**config.mk**
```make
export PLATFORM = sky130hd
export DESIGN_NAME = muldiv_ctrl
export DESIGN_NICKNAME = d
export VERILOG_FILES = /design/src/rtl/muldiv_ctrl.sv
export SDC_FILE = /design/constraint.sdc
export NUM_CORES = 2
export LEC_CHECK = 0
export ABC_AREA = 1
export CAP_MARGIN = 20
export CORE_AREA = 2 2 293 411
export CTS_CLUSTER_SIZE = 28
export DETAILED_ROUTE_END_ITERATION = 10
export DIE_AREA = 0 0 295 413
export PLACE_DENSITY_LB_ADDON = 0.15
export SYNTH_ARGS = -nofsm -noshare
export SYNTH_HDL_FRONTEND = slang
export SYNTH_SLANG_ARGS = --single-unit
```
**constraint.sdc**
```tcl
create_clock -name clk -period 9.35 [get_ports clk]
set_clock_uncertainty 0.15 [all_clocks]
set_input_delay 1.87 -clock clk [delete_from_list [all_inputs] [get_ports clk]]
set_output_delay 1.87 -clock clk [all_outputs]
set_load 0.01 [all_outputs]
```
**src/rtl/muldiv_ctrl.sv**
```systemverilog
// Multi-cycle MIPS multiply/divide sequencer: radix-2 restoring divider, MUL_LAT-stage multiplier, HI:LO accumulate.
// Latency: DIV 33 stall cycles, MULT 1+MUL_LAT, MADD/MSUB 2+MUL_LAT; result registered in DONE.
// Backpressure: DONE holds (no commit) while stall_i is high; flushE cancels from any state.
module muldiv_ctrl #(
    parameter int MUL_LAT = 2
) (
    input  logic        clk,
    input  logic        rst,
    input  logic [5:0]  alu_controlE,
    input  logic [31:0] src_aE,
    input  logic [31:0] src_bE,
    input  logic [31:0] hi_i,
    input  logic [31:0] lo_i,
    input  logic        flushE,
    input  logic        stall_i,
    output logic        muldiv_stallE,
    output logic        busy,
    output logic        hilo_we,
    output logic [63:0] hilo_o
);

    localparam logic [5:0] ALU_SIGNED_MULT   = 6'h18;
    localparam logic [5:0] ALU_UNSIGNED_MULT = 6'h19;
    localparam logic [5:0] ALU_SIGNED_DIV    = 6'h1A;
    localparam logic [5:0] ALU_UNSIGNED_DIV  = 6'h1B;
    localparam logic [5:0] ALU_MADD_MULT     = 6'h1C;
    localparam logic [5:0] ALU_MADDU_MULT    = 6'h1D;
    localparam logic [5:0] ALU_MSUB_MULT     = 6'h1E;
    localparam logic [5:0] ALU_MSUBU_MULT    = 6'h1F;

    typedef enum logic [2:0] {S_IDLE, S_DIV, S_MUL, S_ACC, S_DONE} state_t;

    state_t      state, state_nx;
    logic [4:0]  cnt;
    logic        op_sgn, op_acc, op_sub;
    logic        neg_q, neg_r;
    logic [31:0] a_reg, b_reg;
    logic [63:0] rq;
    logic [63:0] acc_r;

    logic        code_vld, code_div, code_sgn, code_acc, code_sub;
    logic        start;
    logic [31:0] a_mag, b_mag;

    always_comb begin
        code_vld = 1'b1;
        code_div = 1'b0;
        code_sgn = 1'b0;
        code_acc = 1'b0;
        code_sub = 1'b0;
        case (alu_controlE)
            ALU_SIGNED_DIV:    begin code_div = 1'b1; code_sgn = 1'b1; end
            ALU_UNSIGNED_DIV:  code_div = 1'b1;
            ALU_SIGNED_MULT:   code_sgn = 1'b1;
            ALU_UNSIGNED_MULT: code_sgn = 1'b0;
            ALU_MADD_MULT:     begin code_sgn = 1'b1; code_acc = 1'b1; end
            ALU_MADDU_MULT:    code_acc = 1'b1;
            ALU_MSUB_MULT:     begin code_sgn = 1'b1; code_acc = 1'b1; code_sub = 1'b1; end
            ALU_MSUBU_MULT:    begin code_acc = 1'b1; code_sub = 1'b1; end
            default:           code_vld = 1'b0;
        endcase
    end

    assign start = (state == S_IDLE) && code_vld && !flushE;
    assign a_mag = (code_sgn && src_aE[31]) ? -src_aE : src_aE;
    assign b_mag = (code_sgn && src_bE[31]) ? -src_bE : src_bE;

    // One restoring step: shift, 33-bit trial subtract, keep on non-negative
    logic [63:0] rq_sh, rq_step;
    logic [32:0] trial;
    logic [31:0] quo, rem;
    logic [63:0] div_res;

    assign rq_sh   = {rq[62:0], 1'b0};
    assign trial   = {1'b0, rq_sh[63:32]} - {1'b0, b_reg};
    assign rq_step = trial[32] ? rq_sh : {trial[31:0], rq_sh[31:1], 1'b1};
    assign quo     = rq_step[31:0];
    assign rem     = rq_step[63:32];
    assign div_res = (b_reg == 32'd0) ? {a_reg, 32'hFFFF_FFFF}
                                      : {neg_r ? -rem : rem, neg_q ? -quo : quo};

    // 33-bit sign/zero extension; the low 64 bits of a 64x64 product are exact
    logic [63:0] a64, b64, mul_comb, mul_tap, acc_res;
    logic [63:0] mul_pipe [MUL_LAT];
    logic        mul_last;

    assign a64      = {{32{op_sgn & a_reg[31]}}, a_reg};
    assign b64      = {{32{op_sgn & b_reg[31]}}, b_reg};
    assign mul_comb = a64 * b64;
    assign mul_last = (cnt == 5'(MUL_LAT - 1));

    always_ff @(posedge clk) begin
        mul_pipe[0] <= mul_comb;
        for (int i = 1; i < MUL_LAT; i++) begin
            mul_pipe[i] <= mul_pipe[i-1];
        end
    end

    // hilo_o acts as the last multiplier stage, so tap one stage early
    generate
        if (MUL_LAT == 1) begin : g_tap_comb
            assign mul_tap = mul_comb;
        end else begin : g_tap_pipe
            assign mul_tap = mul_pipe[MUL_LAT-2];
        end
    endgenerate

    assign acc_res = op_sub ? (acc_r - mul_pipe[MUL_LAT-1]) : (acc_r + mul_pipe[MUL_LAT-1]);

    always_comb begin
        state_nx      = state;
        muldiv_stallE = 1'b0;
        hilo_we       = 1'b0;
        case (state)
            S_IDLE: begin
                if (code_vld) begin
                    muldiv_stallE = 1'b1;
                    state_nx      = code_div ? S_DIV : S_MUL;
                end
            end
            S_DIV: begin
                muldiv_stallE = 1'b1;
                if (cnt == 5'd31) state_nx = S_DONE;
            end
            S_MUL: begin
                muldiv_stallE = 1'b1;
                if (mul_last) state_nx = op_acc ? S_ACC : S_DONE;
            end
            S_ACC: begin
                muldiv_stallE = 1'b1;
                state_nx      = S_DONE;
            end
            S_DONE: begin
                hilo_we = !stall_i;
                if (!stall_i) state_nx = S_IDLE;
            end
            default: state_nx = S_IDLE;
        endcase
        if (flushE) begin
            state_nx      = S_IDLE;
            muldiv_stallE = 1'b0;
            hilo_we       = 1'b0;
        end
    end

    assign busy = (state != S_IDLE);

    always_ff @(posedge clk) begin
        if (rst) begin
            state  <= S_IDLE;
            cnt    <= 5'd0;
            hilo_o <= 64'd0;
            op_sgn <= 1'b0;
            op_acc <= 1'b0;
            op_sub <= 1'b0;
            neg_q  <= 1'b0;
            neg_r  <= 1'b0;
            a_reg  <= 32'd0;
            b_reg  <= 32'd0;
            rq     <= 64'd0;
            acc_r  <= 64'd0;
        end else begin
            state <= state_nx;
            if (start) begin
                cnt    <= 5'd0;
                op_sgn <= code_sgn;
                op_acc <= code_acc;
                op_sub <= code_sub;
                neg_q  <= code_sgn & (src_aE[31] ^ src_bE[31]);
                neg_r  <= code_sgn & src_aE[31];
                a_reg  <= src_aE;
                b_reg  <= code_div ? b_mag : src_bE;
                rq     <= {32'd0, a_mag};
                acc_r  <= {hi_i, lo_i};
            end else if (!flushE && (state == S_DIV || state == S_MUL)) begin
                cnt <= cnt + 5'd1;
                if (state == S_DIV) rq <= rq_step;
            end
            if (!flushE) begin
                if (state == S_DIV && cnt == 5'd31)
                    hilo_o <= div_res;
                else if (state == S_MUL && mul_last && !op_acc)
                    hilo_o <= mul_tap;
                else if (state == S_ACC)
                    hilo_o <= acc_res;
            end
        end
    end

endmodule

```
# Word-level counts from Yosys, hierarchy flattened
# Memories as Yosys holds them, arrays and structs flattened.
# Index checks and enable logic that the tools add are counted.
[op_classes]
shift = 0
n_eq_ne = 18
n_lt_le_gt_ge = 0
bitwise = 6
n_mux = 31
mul = 1
n_addsub = 8
div = 0
reduce_logical = 30
[op_table]
columns = ["cell", "n"]
rows = [
  ["64-bit two-way mux", 6],
  ["32-bit two-way mux", 8],
  ["32-bit negation", 4],
  ["64-bit adder", 1],
  ["33-bit by 33-bit multiplier with 64-bit output", 1],
  ["64-bit subtractor", 1],
  ["6-bit by 5-bit equality test with 1-bit output, second input constant", 8],
  ["32-bit by 32-bit subtractor with 33-bit output", 1],
  ["32-bit logical NOT", 1],
  ["3-bit two-way mux", 5],
  ["3-bit case mux with 5 select lines", 1],
  ["1-bit two-way mux", 9],
  ["1-bit logical AND", 8],
  ["2-bit inequality test, second input constant", 4],
  ["2-bit OR reduction", 4],
  ["4-bit OR reduction", 2],
  ["8-bit OR reduction", 1],
  ["3-bit by 2-bit equality test with 1-bit output, second input constant", 2],
  ["2-bit AND reduction", 3],
  ["3-bit nonzero test", 2],
  ["5-bit by 1-bit adder with 5-bit output, second input constant", 1],
  ["5-bit by 1-bit equality test with 1-bit output, second input constant", 1],
  ["5-bit equality test, second input constant", 1],
  ["1-bit bitwise AND", 4],
  ["other kinds (12)", 15],
]
[word_totals]
latchBits = 0
inputBits = 138
romBits = 0
ramBits = 128
mem_count = 1
reg_bits = 268
[memory_table]
columns = ["name", "words", "word_bits", "rd", "rd_clocked_by_memory_dff", "wr", "line", "rtl"]
rows = [
  ["mul_pipe", 2, 64, 2, 0, 2, "84", "logic [63:0] mul_pipe [MUL_LAT];"],
]

# Logic depth before layout (Yosys ltp)
[depth]
ltp_word = 7
mapped_depth = 33
mapped_depth_nobuf = 31

# Worst setup path before layout
# Ideal clock, no wire load.
[synth_timing]
path_kind = "flip-flop to flip-flop"
from = "register a_reg[31]"
to = "memory mul_pipe[0][60]"
path_buffers = 3
path_stages_with_launch = 25
setup_time_ns = 0.125
path_slack_ns = 1.332
period_less_slack_ns = 8.018
t_arrival_ns = 7.743
cell_sequence = "dfxtp_1 -> clkbuf_1 -> nand2_1 -> clkbuf_1 -> clkbuf_1 -> nor2_1 -> fa_1 -> fa_1 -> fa_1 -> inv_1 -> fa_1 -> inv_1 -> fa_1 -> fa_1 -> inv_1 -> fa_1 -> fa_1 -> inv_1 -> ha_1 -> nand2_1 -> nor2_1 -> nand2_1 -> o311ai_0 -> a31oi_1 -> xor2_1"
[synth_rtl]
columns = ["item", "line", "rtl"]
rows = [
  ["from (decl)", "37", "logic [31:0] a_reg, b_reg;"],
  ["from (signal assigned)", "171", "a_reg <= src_aE;"],
  ["to (decl)", "84", ""],
]

==> qor.txt <==
outcome -> finished, final reports clean
crit path launch type -> flop
YS warnings -> 0
WL/cell -> 23.26 um
share of cells above drive strength 1 -> 0.03832
placed inst area -> 0.06813 mm2
LEAKAGE -> 36.84 nW
relative slew slack -> 0.1705
crit-path max cell delay -> 1.15 ns
P&R area growth vs syn -> 8.458%
Max Freq -> 0.1119 GHz
Post-Layout Cell Count -> 10360
RePlAce Congestion -> 1.053
Post-Syn Area -> 0.06448 mm2
DR vias/cell -> 5.608
CP dominant cell by count -> fa_1
mux contribution to synthesized area -> 0
Adder-Cell Fraction of Synth Area -> 0.4110
library cells used by synthesis -> 65
CORE AREA -> 0.1184 mm2
DR iter-0 viols -> 5022
Die W -> 295 um
r2r setup slk -> 0.42 ns
PwrDens -> 91.76 mW/mm2
Final Hold Fails -> 0
slowest CP cell -> dfxtp_1
initial antenna violation count -> 22
Site Rows -> 150
peak supply drop -> 0.1358 mV
# hold bufs at CTS -> 0
first-pass GRT wire length -> 362.6 mm
Seq pwr share -> 0.278
WL final -> 240.9 mm
XOR/XNOR share of the synthesized area -> 0.02581
WHS Path Cells -> 0
Critical R2R Capture -> mul_pipe[0][61]
Top Registers -> mul_pipe (128), acc_r (64), hilo_o (64)
Worst Max-Slew Pin Slew -> 1.242 ns
main flop type after synthesis -> dfxtp_1
post-synth top area share -> 0.3499
Biggest register -> mul_pipe
Avg Inst Size Synth -> 7.403 um2
post_cts resized -> 0
Initial Utilization -> 0.5445
internal power -> 3.630 mW
worst-skew pair later-pin latency -> 0.67 ns
largest area contributor in the netlist -> fa_1
sequential fraction of the synthesis area -> 0.1229
Pre-antenna DRT Iters -> 6
Worst Hold Path EP -> mul_pipe[0][98]
Switching Share -> 0.4344
unrepaired setup endpoints after global routing -> false
Clk pwr share -> 0.324
clock sink count -> 396
Register-to-Register Path Depth -> 29
met1 Track Usage GR -> 0.5004
die area -> 0.1218 mm2
combinational power share -> 0.398
worst r2r src -> a_reg[16]
worst hold-check path type -> reg2reg
Hold Path Origin -> mul_pipe[0][34]
Final period util -> 0.9554
complex-gate fraction of the synthesized area -> 0.1022
Worst Hold Margin -> 0.1746 ns
met2 Use GR -> 0.6560
Post-CTS Setup Inserts -> 0
ys async rst share -> 0
Crit path max-delay family -> adder cells
arrival time of the worst setup path -> 9.34 ns
Post-Synth Simple-Gate Area -> 0.1898
Net Switching -> 2.788 mW
busiest grt layer -> met2
post-route design area -> 0.06993 mm2
GRT met3 Usage -> 0.07458
Routed Antenna Nets -> 0
vias in the first global route -> 59370
# port buffers -> 204
largest net degree at the start of global routing -> 76
register bit total from synthesis -> 396
GRT overflow -> 0
Crit Path Max Fanout -> 16
Total Neg Setup Slack -> 0 ns
max reg flops -> 128
Ports -> 205
critical path startpoint -> a_reg[16]
hpwl dp -> 197.9 mm
CP required -> 9.76 ns
number of max-cap violations -> 0
Die H -> 413 um
crit end category -> flop
clk buf depth -> 3
critical path class -> reg2reg
buffer and inverter count on the worst path -> 6
DRC -> 0
largest family of logic cells by synthesized area -> adder cells
dpl cells -> 10250
htree depth -> 2
Tot Pwr -> 6.417 mW
synthesized net count -> 10290
setup violators final -> 0
clk root buf -> clkbuf_16
Post-synth EDFFs -> 0
total track usage -> 0.4013
nets@finish -> 10290
CTS tree -> yes
via count -> 58070
Max Transition Viols Final -> 0
Clk pin slew, worst setup/hold paths -> 0.07 ns
Gate Count Post-Synth -> 8710
CTS buffer count -> 47
largest cells by area after synthesis -> fa_1 (35%), dfxtp_1 (12%), inv_1 (12%)
Tmin final -> 8.933 ns
[placed cells by master, fill, tap and decap left out, types with 17 or more instances in the layout]
master           instances
nor2_1                 593
nand4_1                 58
dfxtp_1                392
a21o_1                  18
nor4_1                  24
buf_4                  141
nand2_2                 19
xnor2_1                 70
o22ai_1                 35
a21oi_1                412
a31oi_1                 54
o221ai_1                22
nor3_1                  73
fa_1                  1127
nand3_1                248
o21ai_0                360
o211ai_1                35
nand2_1               1932
o21bai_1                24
clkbuf_16               47
o21ai_1                 17
clkdlybuf4s50_1        204
a22o_1                  63
ha_1                   315
xor2_1                 120
inv_1                 2106
[routing by layer]
| layer | wire [um] | vias up |
|---|---|---|
| li1 | - | 26140 |
| met1 | 91930 | 28430 |
| met2 | 111900 | 2832 |
| met3 | 21220 | 663 |
| met4 | 15780 | 10 |
| met5 | 62 | - |
[cell families after synthesis]
group	Yosys count
AOI/OAI and AO/OA	1131
xor gates and xnor gates	190
adders and majority gates	1442
buffers and inverters	2532
DFF	396
and+or+nand+nor	3019
[worst max path at each step]
stage	to	slack [ns]	depth (start not counted)
after CTS	mul_pipe[0][42]	0.29	23
after global placement	mul_pipe[0][50]	0.35	24
final	mul_pipe[0][61]	0.42	29
after global routing	mul_pipe[0][55]	0.06	30
after detailed placement	mul_pipe[0][42]	0.30	23
after floorplan	mul_pipe[0][60]	1.33	24
[synth_stat cells (7+ instances only)]
master / instances
xor2_1: 120
nor2_1: 599
inv_1: 2110
nor4_1: 24
nand2_2: 19
nor2_2: 7
o21ai_0: 360
inv_2: 10
a21oi_1: 412
nand2_1: 1932
nand3_1: 248
o21ai_1: 17
nand3b_1: 11
clkbuf_1: 379
a21o_1: 18
a22o_1: 63
buf_1: 14
o211ai_1: 35
ha_1: 315
nor3_1: 75
dfxtp_1: 396
o31ai_1: 16
o21bai_1: 24
fa_1: 1127
xnor2_1: 70
nand4_1: 58
o22ai_1: 35
a21boi_0: 8
a221oi_1: 11
a31oi_1: 54
o221ai_1: 22
or2_2: 13
a211oi_1: 16
[final cells by class]
type	instances	area, um2
Inverter	2126	7985
Sequential cell	396	7933
Multi-Input combinational cell	5782	47050
Antenna cell	16	40.04
Tap cell	1596	1997
Timing Repair Buffer	352	3242
Clock inverter	33	416.7
Clock buffer	54	1272
Fill cell	11220	48490
[through the flow]
| stage | util | setup WS, ns |
|---|---|---|
| floorplan | - | 1.332 |
| global placement | 0.5751 | 0.3535 |
| detailed placement | 0.5753 | 0.3020 |
| CTS | 0.5895 | 0.2922 |
| global route | 0.5903 | 0.05792 |
| finish | 0.5905 | 0.4167 |
[worst reg2reg max path, delay by kind of cell (launching register included)]
kind | cells | cell delay, ns
simple gates | 9 | 1.25
buf+inv | 6 | 0.63
xor+xnor | 1 | 0.19
flops | 1 | 1.15
compound gates | 4 | 1.16
fa+ha+maj | 9 | 4.32
[power groups by stage]
stage / Combinational [mW] / Sequential, mW / Clock, mW
2_1_floorplan: 1.60 / 1.78 / 0
3_3_place_gp: 2.46 / 1.82 / 0
3_5_place_dp: 2.46 / 1.82 / 0
4_1_cts: 2.47 / 1.78 / 2.09
5_1_grt: 2.75 / 1.79 / 2.15
6_report: 2.55 / 1.79 / 2.08
No activity file was read; power rests on OpenSTA's default activity.
